**src/rtl/alu_ctrl_pkg.sv**
```systemverilog
// Shared encodings for the ID/EX ALU-control slice: ALUOp classes, op codes, FSM states.
package alu_ctrl_pkg;

   typedef enum logic [1:0] {
      ALUOP_MEM = 2'b00,
      ALUOP_BR  = 2'b01,
      ALUOP_RI  = 2'b10,
      ALUOP_JL  = 2'b11
   } aluop_t;

   typedef enum logic [1:0] {
      IDLE  = 2'd0,
      ISSUE = 2'd1,
      WAIT  = 2'd2
   } state_t;

   localparam logic [6:0] F7_BASE = 7'b0000000;
   localparam logic [6:0] F7_ALT  = 7'b0100000;
   localparam logic [6:0] F7_MEXT = 7'b0000001;

   localparam logic [3:0] OP_AND = 4'b0000;
   localparam logic [3:0] OP_OR  = 4'b0001;
   localparam logic [3:0] OP_ADD = 4'b0010;
   localparam logic [3:0] OP_LUI = 4'b0011;
   localparam logic [3:0] OP_XOR = 4'b0101;
   localparam logic [3:0] OP_SUB = 4'b0110;
   localparam logic [3:0] OP_SLL = 4'b0111;
   localparam logic [3:0] OP_BEQ = 4'b1000;
   localparam logic [3:0] OP_BNE = 4'b1001;
   localparam logic [3:0] OP_BGE = 4'b1010;
   localparam logic [3:0] OP_BLT = 4'b1011;
   localparam logic [3:0] OP_SLT = 4'b1100;
   localparam logic [3:0] OP_SRA = 4'b1110;
   localparam logic [3:0] OP_SRL = 4'b1111;

   localparam logic [1:0] MOP_PFX = 2'b10;

   // MUL=10000 .. REMU=10111
   function automatic logic [4:0] mop_code(input logic [2:0] f3);
      return {MOP_PFX, f3};
   endfunction

endpackage

```
**src/rtl/alu_op_decode.sv**
```systemverilog
// Combinational ALUOp/Funct7/Funct3 decode into {is_mop, illegal, op}.
// Latency: none (pure logic); backpressure: none, the caller qualifies inputs.
module alu_op_decode
   import alu_ctrl_pkg::*;
#(
   parameter int OP_W    = 5,
   parameter bit EN_MEXT = 1'b1
) (
   input  logic [1:0]      aluop,
   input  logic [6:0]      funct7,
   input  logic [2:0]      funct3,
   output logic            is_mop,
   output logic            illegal,
   output logic [OP_W-1:0] op
);

   logic [3:0] base;

   always_comb begin
      is_mop  = 1'b0;
      illegal = 1'b0;
      base    = OP_AND;
      case (aluop)
         ALUOP_MEM: base = OP_ADD;
         ALUOP_BR: begin
            case (funct3)
               3'b000:  base = OP_BEQ;
               3'b001:  base = OP_BNE;
               3'b101:  base = OP_BGE;
               3'b100:  base = OP_BLT;
               default: illegal = 1'b1;
            endcase
         end
         ALUOP_RI: begin
            if (funct7 == F7_MEXT) begin
               if (EN_MEXT) is_mop = 1'b1;
               else         illegal = 1'b1;
            end else begin
               case (funct3)
                  3'b000: base = (funct7 == F7_ALT) ? OP_SUB : OP_ADD;
                  3'b001: begin
                     if (funct7 == F7_BASE) base = OP_SLL;
                     else                   illegal = 1'b1;
                  end
                  3'b010: base = OP_SLT;
                  3'b100: base = OP_XOR;
                  3'b101: begin
                     if (funct7 == F7_BASE)     base = OP_SRL;
                     else if (funct7 == F7_ALT) base = OP_SRA;
                     else                       illegal = 1'b1;
                  end
                  3'b110:  base = OP_OR;
                  3'b111:  base = OP_AND;
                  default: illegal = 1'b1;
               endcase
            end
         end
         ALUOP_JL: begin
            case (funct3)
               3'b000:  base = OP_BLT;
               3'b001:  base = OP_LUI;
               default: illegal = 1'b1;
            endcase
         end
      endcase
   end

   assign op = illegal ? '0 :
               is_mop  ? OP_W'(mop_code(funct3)) : OP_W'(base);

endmodule

```
**src/rtl/alu_ctrl_seq.sv**
```systemverilog
// Registered ALU control with a start/done sequencer for an external mul/div unit.
// Latency: base ops 1 cycle; M-ops issue+wait until done or timeout; stalls upstream while busy.
module alu_ctrl_seq
   import alu_ctrl_pkg::*;
#(
   parameter  int OP_W       = 5,
   parameter  bit EN_MEXT    = 1'b1,
   parameter  int MD_TIMEOUT = 64,
   localparam int CNT_W      = $clog2(MD_TIMEOUT + 1)
) (
   input  logic            clk,
   input  logic            rst_n,
   input  logic            flush_i,
   input  logic            valid_i,
   input  logic [1:0]      ALUOp,
   input  logic [6:0]      Funct7,
   input  logic [2:0]      Funct3,
   output logic            ready_o,
   output logic            stall_o,
   output logic [OP_W-1:0] Operation,
   output logic            op_valid_o,
   output logic            illegal_o,
   output logic            md_start_o,
   output logic [2:0]      md_op_o,
   input  logic            md_done_i,
   output logic            md_kill_o,
   output logic            md_err_o
);

   state_t            state_q, state_d;
   logic [CNT_W-1:0]  cnt_q, cnt_d;
   logic [2:0]        md_op_d;
   logic [OP_W-1:0]   op_d;
   logic              opv_d, ill_d, kill_d, err_d;
   logic              dec_is_mop, dec_illegal;
   logic [OP_W-1:0]   dec_op;

   alu_op_decode #(.OP_W(OP_W), .EN_MEXT(EN_MEXT)) u_dec (
      .aluop   (ALUOp),
      .funct7  (Funct7),
      .funct3  (Funct3),
      .is_mop  (dec_is_mop),
      .illegal (dec_illegal),
      .op      (dec_op)
   );

   assign stall_o    = (state_q != IDLE);
   assign ready_o    = ~stall_o;
   assign md_start_o = (state_q == ISSUE);

   always_comb begin
      state_d = state_q;
      cnt_d   = '0;
      md_op_d = md_op_o;
      op_d    = Operation;
      ill_d   = illegal_o;
      opv_d   = 1'b0;
      kill_d  = 1'b0;
      err_d   = md_err_o;
      if (flush_i) begin
         // Drop any accepted instruction; tell the mul/div unit only if it was engaged.
         state_d = IDLE;
         kill_d  = (state_q != IDLE);
      end else begin
         case (state_q)
            IDLE: begin
               if (valid_i) begin
                  if (dec_is_mop) begin
                     md_op_d = Funct3;
                     state_d = ISSUE;
                  end else begin
                     opv_d = 1'b1;
                     op_d  = dec_op;
                     ill_d = dec_illegal;
                  end
               end
            end
            ISSUE: state_d = WAIT;
            WAIT: begin
               // done takes priority over a timeout landing on the same cycle
               if (md_done_i) begin
                  opv_d   = 1'b1;
                  op_d    = OP_W'(mop_code(md_op_o));
                  ill_d   = 1'b0;
                  state_d = IDLE;
               end else if (cnt_q == CNT_W'(MD_TIMEOUT - 1)) begin
                  opv_d   = 1'b1;
                  op_d    = '0;
                  ill_d   = 1'b1;
                  kill_d  = 1'b1;
                  err_d   = 1'b1;
                  state_d = IDLE;
               end else begin
                  cnt_d = cnt_q + CNT_W'(1);
               end
            end
            default: state_d = IDLE;
         endcase
      end
   end

   always_ff @(posedge clk or negedge rst_n) begin
      if (!rst_n) begin
         state_q    <= IDLE;
         cnt_q      <= '0;
         md_op_o    <= '0;
         Operation  <= '0;
         illegal_o  <= 1'b0;
         op_valid_o <= 1'b0;
         md_kill_o  <= 1'b0;
         md_err_o   <= 1'b0;
      end else begin
         state_q    <= state_d;
         cnt_q      <= cnt_d;
         md_op_o    <= md_op_d;
         Operation  <= op_d;
         illegal_o  <= ill_d;
         op_valid_o <= opv_d;
         md_kill_o  <= kill_d;
         md_err_o   <= err_d;
      end
   end

endmodule
```
**config.mk**
```make
export PLATFORM = sky130hd
export DESIGN_NAME = alu_ctrl_seq
export DESIGN_NICKNAME = d
export VERILOG_FILES = /design/src/rtl/alu_ctrl_pkg.sv /design/src/rtl/alu_op_decode.sv /design/src/rtl/alu_ctrl_seq.sv
export SDC_FILE = /design/constraint.sdc
export NUM_CORES = 1
export LEC_CHECK = 0
export BUFFER_PORTS_ARGS = -buffer_cell sky130_fd_sc_hd__buf_2
export CAP_MARGIN = 20
export CELL_PAD_IN_SITES_DETAIL_PLACEMENT = 2
export CELL_PAD_IN_SITES_GLOBAL_PLACEMENT = 2
export CORE_ASPECT_RATIO = 1.2
export CORE_UTILIZATION = 31
export CTS_CLUSTER_SIZE = 16
export DETAILED_ROUTE_END_ITERATION = 7
export PLACE_DENSITY_LB_ADDON = 0.1
export SKIP_LAST_GASP = 1
export SLEW_MARGIN = 25
export SYNTH_ARGS = -nofsm -noshare
export SYNTH_HDL_FRONTEND = slang
export SYNTH_SLANG_ARGS = --single-unit
export TNS_END_PERCENT = 30
```
**constraint.sdc**
```tcl
create_clock -name clk -period 2.3 [get_ports clk]
set_input_delay 0.115 -clock clk [delete_from_list [all_inputs] [get_ports clk]]
set_output_delay 0.115 -clock clk [all_outputs]
set_load 0.005 [all_outputs]
```
==> results of run 1 <==
-- power by group --
| part | total (W) | leakage (nW) | switching, W | internal, W |
|---|---|---|---|---|
| sequential | 0.000390 | 0.284 | 0.00000782 | 0.000382 |
| clock | 0.000245 | 0.0217 | 0.000123 | 0.000122 |
| combinational | 0.000116 | 0.382 | 0.0000674 | 0.0000488 |
-- worst max-delay path, cell delays in order, from the launching register on --
cell      delay [ns]
dfrtp_1         0.41
ha_1            0.24
nand4_1         0.16
o21bai_1        0.14
a32oi_4         0.40
inv_4           0.09
mux2_4          0.30
-- registers in the layout (all words and copies together) (netlist names) --
name and cells:
Operation 5, cnt_q 7, illegal_o 1, md_err_o 1, md_kill_o 1, md_op_o 3, op_valid_o 1, state_q 2
-- Yosys cell counts, types with 3 or more instances --
master     number  area, um2
nand2b_1        4      25.02
inv_1           5      18.77
clkbuf_1        3      11.26
a2bb2oi_1       3      26.28
nand3_1         3      15.01
nor2_1         19      71.32
o21ai_0         8      40.04
nor2b_1         5      31.28
a21oi_1         5      25.02
nand2_1        13      48.80
dfrtp_1        21      525.5
-- metal layers --
metal	up-vias	global-route usage [%]	share of wire, %	wire, um
met1	564	19.75	40	1331
met5	-	0	0	0
met4	0	4.762	0.82	27
li1	524	-	-	-
met2	17	34.21	57	1866
met3	2	1.645	1.9	63
-- worst max-delay path by stage --
stage               cells past startpoint  slack (ns)      from      endpoint
finish                                  6        0.43  cnt_q[0]  Operation[4]
global route                            6        0.30  cnt_q[0]  Operation[4]
CTS                                     6        0.43  cnt_q[0]  Operation[4]
detailed placement                      6        0.44  cnt_q[0]  Operation[4]
global placement                        6        0.52  cnt_q[0]  Operation[4]
floorplan                               6        0.61  cnt_q[0]  Operation[4]
-- cells by family after synthesis --
family | after synthesis | share of synthesized area (%)
XOR/XNOR | 4 | 2.855
adder cells (fa/ha/maj) | 1 | 1.019
multiplexers | 4 | 3.873
buffers and inverters | 9 | 2.957
AO/OA/AOI/OAI | 31 | 19.57
flip-flops | 21 | 42.81
AND/OR/NAND/NOR | 59 | 26.91
-- per-stage QoR --
step                      setup WS, ns  total power, W
after detailed placement        0.4376       0.0005135
after floorplan                 0.6117       0.0004539
after global placement          0.5157       0.0005092
after global routing            0.2997       0.0007925
after CTS                       0.4285       0.0007634
final                           0.4342       0.0007507
-- final cells by class --
cell class | instances | share of cell area [%]
Tap cell | 52 | 4.351
Sequential cell | 21 | 35.15
Clock inverter | 1 | 0.5021
Clock buffer | 3 | 2.762
Multi-Input combinational cell | 99 | 44.52
Timing Repair Buffer | 32 | 11.05
Inverter | 6 | 1.674
-- cell usage in the layout (no fill, tap or decap), drive strengths merged, types with 2 or more instances in the layout --
cell and n:
dfrtp 21, xor2 2, buf 31, o21ai 8, nand2b 4, nor2 19
mux2 3, nor4 2, nand3 4, nand2 14, o21bai 2, nand4 2
a32oi 3, a2bb2oi 3, inv 6, xnor2 2, nor2b 5, a21oi 5
clkbuf 3, nor3 3
-- timing repair --
action / 4_1_cts / 5_1_grt
hold endpoints to repair: 21 / 0
hold buffers: 1 / 0
endpoints found under the setup margin: 0 / 0
==> flow_summary.ini, run 1 <==
[outcome]
status = finished clean

[timing]
hold_viol_final = 0
final-setup-viol-count = 0
slew_violations = 0
timing.fmax_ghz = 0.5360
rsz0062_at_grt = no
min_period_over_period_pct = 81.12
period_needed_ns = 1.866
skew_ns = 0.004482
fin_setup_tns_ns = 0
worst_slew_pin_slew_ns = 0.6661
relSlewSlack_pct = 55.12
fin_hold_ws_ns = 0.05621

[final_layout]
fillers = 445
final_core_util_pct = 40.15
ff_latch_area_um2 = 525.5
insertedDiodeCount = 0
nets = 181
syn_to_final_growth_pct = 21.81
drive_gt1_share_pct = 29.63
layout.cells.non_filler = 214
multi_input_area_um2 = 665.6
fin_area_mm2 = 0.001495

[worst_setup_path]
critPathRequiredTime_ns = 2.45
cp.arrival_ns = 2.02
crit_path_start_kind = flop
r2r-start = cnt_q[0]
r2r_cells = 6
cp-end-kind = flop
critical_path_class = flop to flop
rrSetupSlack_ns = 0.43
reg2reg_to = Operation[4]
critPathMaxFanout = 7

[placed_design]
placedInstanceArea_mm2 = 0.001436
hpwl_um = 2623
port_buffers = 31
routabilityCongestion = 0.7102
place_inst = 209

[cts]
clock-sinks = 21
htreeDepth = 1
cts_buffers = 3
cts_tree = built
cts_max_path_buffers = 2
clk_pin_slew_ns = 0.08
post-cts-setup-buffers = 0
clockRootBuffer = clkbuf_8
clkLatencyLatePin_ns = 0.26
cts-resized-gates = 0

[flow_run]
cap_violations = 0

[global_routing]
grt_pass1_wl_um = 5692
grt_max_degree = 22
grtUsageTotal_pct = 17.69
grt_pass1_vias = 1246
overflow = 0
antenna_found_initial = 0

[yosys]
ys_warn_count = 0
synth-edff-count = 0
synth_nets = 147
synth_area_per_cell_um2 = 9.515
ys_async_sr_fraction_pct = 100.0
syn_area_mm2 = 0.001227
ys_ff_latch = 21
synth_seq_area_share_pct = 42.81
synth_cell_types = 44
synth_ff_type = dfrtp_1
synth_cells = 129

[worst_hold_path]
hp-class = input pin to flop
hold-path-endpoint = cnt_q[2]
hold_path.startpoint = md_done_i
min_delay_path_depth = 2

[floorplan]
fp.dieW_um = 59.44
row_count = 24
ioPinCount = 32
initial_core_util_pct = 32.96
core_area_mm2 = 0.003724
die_h_um = 70.93
fp.dieArea_mm2 = 0.004216

[route]
via_count = 1107
first_pass_iters = 3
drt_iter0_drc = 22
drt-total-wl_um = 3290
wire_per_inst_um = 15.37
drc = 0
vias_per_cell = 5.173
ant_nets = 0

[power]
p_per_area_mw_per_mm2 = 502.1
p_leak_nw = 0.6881
irDropWorstVdd_v = 0.0001771
Power figures use the tool's default switching activity.
==> inputs of run 2 (changes only) <==
--- a/config.mk
+++ b/config.mk
@@ -10,7 +10,7 @@
 export CELL_PAD_IN_SITES_DETAIL_PLACEMENT = 2
 export CELL_PAD_IN_SITES_GLOBAL_PLACEMENT = 2
 export CORE_ASPECT_RATIO = 1.2
-export CORE_UTILIZATION = 31
+export CORE_UTILIZATION = 28
 export CTS_CLUSTER_SIZE = 16
 export DETAILED_ROUTE_END_ITERATION = 7
 export PLACE_DENSITY_LB_ADDON = 0.1
==> constraint.sdc (replaced) <==
create_clock -name clk -period 1.6 [get_ports clk]
set_input_delay 0.08 -clock clk [delete_from_list [all_inputs] [get_ports clk]]
set_output_delay 0.08 -clock clk [all_outputs]
set_load 0.005 [all_outputs]
==> flow_summary.ini, run 2 (same netlist as run 1, synthesis figures left out) <==
[outcome]
status = finished clean

[cts]
cts_tree = built
cts_buffers = 3
clkLatencyLatePin_ns = 0.26
clock-sinks = 21
htreeDepth = 1
cts_max_path_buffers = 2
clk_pin_slew_ns = 0.08
clockRootBuffer = clkbuf_8

[global_routing]
grtUsageTotal_pct = 16.56
overflow = 0
grt_pass1_vias = 1236
grt_pass1_wl_um = 5892
grt_max_degree = 22
antenna_found_initial = 0

[route]
drt-total-wl_um = 3492
wire_per_inst_um = 15.05
ant_nets = 0
vias_per_cell = 4.866
via_count = 1129
first_pass_iters = 3
drc = 0
drt_iter0_drc = 36

[floorplan]
row_count = 26
die_h_um = 74.53
core_area_mm2 = 0.004229
ioPinCount = 32
fp.dieArea_mm2 = 0.004654
initial_core_util_pct = 29.02
fp.dieW_um = 62.44

[worst_hold_path]
hold_path.startpoint = md_done_i
hp-class = input pin to flop

[power]
internal-power_w = 0.0008102
p_comb_share_pct = 17.2
p_switching_w = 0.0002953
p_total_w = 0.001106
pwr-share-seq_pct = 50.8
irDropWorstVdd_v = 0.0003207
clockPowerShare_pct = 32.0
p_leak_nw = 0.7643
p_per_area_mw_per_mm2 = 671.4
sw_frac_of_total_pct = 26.71

[timing]
final-setup-viol-count = 0
timing.fmax_ghz = 0.6445
relSlewSlack_pct = 67.35
slew_violations = 0
worst_slew_pin_slew_ns = 0.4898
hold_viol_final = 0
min_period_over_period_pct = 96.98
period_needed_ns = 1.552
rsz0062_at_grt = yes
fin_setup_tns_ns = 0
skew_ns = 0.003362

[worst_setup_path]
cp-end-kind = flop
crit_start = state_q[0]
r2r-start = state_q[0]
rrSetupSlack_ns = 0.05
worstSetupEndpoint = md_op_o[0]
cp.arrival_ns = 1.71
crit_path_start_kind = flop
r2r_cells = 4
critPathMaxFanout = 5
critPathRequiredTime_ns = 1.75
reg2reg_to = md_op_o[0]
critical_path_class = flop to flop

[final_layout]
final_common_cell = buf_2
nets = 195
syn_to_final_growth_pct = 34.15
largest_register_ffs = 7
fillers = 484
drive_gt1_share_pct = 38.07
final_cell_mix = buf_2, dfrtp_1, nor2_1
top_register = cnt_q
insertedDiodeCount = 0
reg_top3 = cnt_q (7), Operation (5), md_op_o (3)
layout.cells.non_filler = 232

[placed_design]
port_buffers = 31
routabilityCongestion = 0.7915
hpwl_um = 2893
place_inst = 224

[flow_run]
cap_violations = 0
-- run 2: power by group through the flow --
stage	sequential, W	clock (W)	combinational, W
after floorplan	0.000570	0	0.0000843
after global placement	0.000570	0	0.000177
after detailed placement	0.000572	0	0.000181
after CTS	0.000561	0.000372	0.000187
after global routing	0.000564	0.000394	0.000212
final	0.000561	0.000354	0.000190
-- run 2: layer usage --
metal	part of all wire [%]	up-vias	track usage [%]
li1	-	552	-
met1	39	556	17.80
met2	58	17	33.21
met3	2.2	4	2.914
met4	1.2	0	4.651
met5	0	-	0
-- run 2: through the flow --
step                      hold slack [ns]  util [%]  cell area, um2  setup WS (ns)
after global routing              0.02411     38.93            1647       -0.04885
after floorplan                   -0.2156         -            1240       0.003467
after CTS                         0.02329     38.08            1610       -0.01893
after global placement            0.07262     36.33            1536      -0.006225
after detailed placement          0.08668     36.33            1536       -0.04560
final                             0.02992     38.93            1647        0.04838
-- run 2: worst min-delay path by stage --
stage	end	slack (ns)	cells past startpoint
finish	cnt_q[2]	0.03	2
detailed placement	state_q[1]	0.09	1
floorplan	Operation[0]	-0.22	0
CTS	cnt_q[2]	0.02	2
global route	cnt_q[2]	0.02	2
global placement	md_kill_o	0.07	1
-- run 2: what timing repair did --
item,CTS,global route
hold endpoints to repair,21,0
setup endpoints to repair,2,8
setup buffers,1,2
pin swaps,2,2
resized for setup,3,5
hold buffers,1,0
-- run 2: cell type report --
cell class              instances  area, um2  share of cell area [%]
clock buffers                   3      41.29                   2.508
flip-flops and latches         21      525.5                   31.91
multi-input cells              99      701.9                   42.63
inverters                       6      25.02                   1.520
clock inverters                 1      5.005                  0.3040
well taps                      56      70.07                   4.255
repair buffers                 46      277.8                   16.87
-- run 2: critical path: stages, from the launching register on --
cell and delay [ns]:
dfrtp_1 0.42, or2_4 0.27, nor3b_4 0.24, nand2b_1 0.21, mux2_2 0.31
==> inputs of run 3 (changes only) <==
--- a/config.mk
+++ b/config.mk
@@ -11,9 +11,11 @@
 export CELL_PAD_IN_SITES_GLOBAL_PLACEMENT = 2
 export CORE_ASPECT_RATIO = 1.2
 export CORE_UTILIZATION = 28
+export CTS_CLUSTER_DIAMETER = 200
 export CTS_CLUSTER_SIZE = 16
 export DETAILED_ROUTE_END_ITERATION = 7
 export PLACE_DENSITY_LB_ADDON = 0.1
+export SETUP_SLACK_MARGIN = 0.2
 export SKIP_LAST_GASP = 1
 export SLEW_MARGIN = 25
 export SYNTH_ARGS = -nofsm -noshare
==> flow_summary.ini, run 3 (same netlist as run 1, synthesis figures left out) <==
[timing]
slew_violations = 0
fin_hold_ws_ns = 0.03433
skew_ns = 0.003743
final-setup-viol-count = 0
relSlewSlack_pct = 67.57
rsz0062_at_grt = yes
worst_slew_pin_slew_ns = 0.4865
min_period_over_period_pct = 99.41
timing.fmax_ghz = 0.6287
period_needed_ns = 1.591
fin_setup_tns_ns = 0
hold_viol_final = 0

[route]
drt_iter0_drc = 15
drt-total-wl_um = 3458
vias_per_cell = 4.932
wire_per_inst_um = 14.78
ant_nets = 0
first_pass_iters = 2
via_count = 1154
drc = 0

[final_layout]
final_common_cell = buf_2
final_cell_mix = buf_2, dfrtp_1, nor2_1
largest_register_ffs = 7
fin_area_mm2 = 0.001664
drive_gt1_share_pct = 39.89
nets = 197
ff_latch_area_um2 = 525.5
final_core_util_pct = 39.35
reg_top3 = cnt_q (7), Operation (5), md_op_o (3)
syn_to_final_growth_pct = 35.58
top_register = cnt_q
multi_input_area_um2 = 708.2
insertedDiodeCount = 0
fillers = 495

[placed_design]
hpwl_um = 2864
placedInstanceArea_mm2 = 0.001531
routabilityCongestion = 0.7981
port_buffers = 31

[power]
irDropWorstVdd_v = 0.0002652
p_total_w = 0.001104
p_leak_nw = 0.7744
p_per_area_mw_per_mm2 = 663.5

[floorplan]
core_area_mm2 = 0.004229
fp.dieArea_mm2 = 0.004654
ioPinCount = 32
fp.dieW_um = 62.44
row_count = 26
die_h_um = 74.53
initial_core_util_pct = 29.02

[worst_setup_path]
rrSetupSlack_ns = 0.009
critPathMaxFanout = 3
r2r-start = cnt_q[1]
crit_path_start_kind = flop
cp-end-kind = flop
cp.arrival_ns = 1.74
r2r_cells = 7
critical_path_class = flop to flop
crit_start = cnt_q[1]
critPathRequiredTime_ns = 1.75
reg2reg_to = illegal_o
worstSetupEndpoint = illegal_o

[global_routing]
overflow = 0
grt_pass1_vias = 1232
grt_pass1_wl_um = 5733
grt_max_degree = 22
grtUsageTotal_pct = 15.77
antenna_found_initial = 0

[cts]
clockRootBuffer = clkbuf_8
clock-sinks = 21
cts_tree = built
cts_buffers = 3
clkLatencyLatePin_ns = 0.26
htreeDepth = 1
cts_max_path_buffers = 2
clk_pin_slew_ns = 0.08

[outcome]
status = finished clean

[worst_hold_path]
hp-class = input pin to flop

[flow_run]
cap_violations = 0
[run 3: per-stage QoR]
step | cells | setup slack [ns]
6_report | 234 | 0.009472
5_1_grt | 234 | -0.1149
4_1_cts | 233 | -0.04845
3_5_place_dp | 223 | -0.1124
3_3_place_gp | 223 | -0.08131
2_1_floorplan | 129 | 0.03931
[run 3: what timing repair did]
action	4_1_cts	5_1_grt
setup buffers	5	1
endpoints found under the setup margin	14	18
hold buffers	1	0
pin swaps	3	3
hold endpoints to repair	21	0
resized for setup	1	7
[run 3: cell type report]
cell class / count / share of cell area, %
Tap cell: 56 / 4.211
Timing Repair Buffer: 48 / 17.37
Sequential cell: 21 / 31.58
Clock buffer: 3 / 2.481
Inverter: 6 / 1.504
Clock inverter: 1 / 0.3008
Multi-Input combinational cell: 99 / 42.56
[run 3: per-layer routing]
layer  vias to the layer above  global-route usage [%]  routed length, um
met5                         -                       0                  0
met4                         0                   4.651                 19
met3                         2                   1.994                 77
met2                        16                   31.64               1975
met1                       579                   17.31               1385
li1                        557                       -                  -
[run 3: critical path, stage by stage (launching register included)]
cell and delay [ns]:
dfrtp_1 0.39, ha_2 0.19, nand4_1 0.11, o21bai_2 0.11, a32oi_4 0.28, buf_4 0.18
nor2_1 0.04, a22o_1 0.19
[run 3: worst min path at each step]
stage / startpoint / to / slack, ns / cells past startpoint
after floorplan: rst_n / Operation[0] / -0.22 / 0
after global placement: rst_n / md_kill_o / 0.07 / 1
after detailed placement: rst_n / md_kill_o / 0.08 / 1
after CTS: md_done_i / cnt_q[2] / 0.03 / 2
after global routing: md_done_i / cnt_q[2] / 0.03 / 2
final: md_done_i / cnt_q[2] / 0.03 / 2
[run 3: where the power goes]
group / switching, W / total [W] / internal (W) / leakage (nW)
Sequential: 0.0000126 / 0.000561 / 0.000549 / 0.284
Combinational: 0.000103 / 0.000190 / 0.0000872 / 0.465
Clock: 0.000180 / 0.000353 / 0.000173 / 0.0255
Total: 0.000295 / 0.00110 / 0.000809 / 0.774
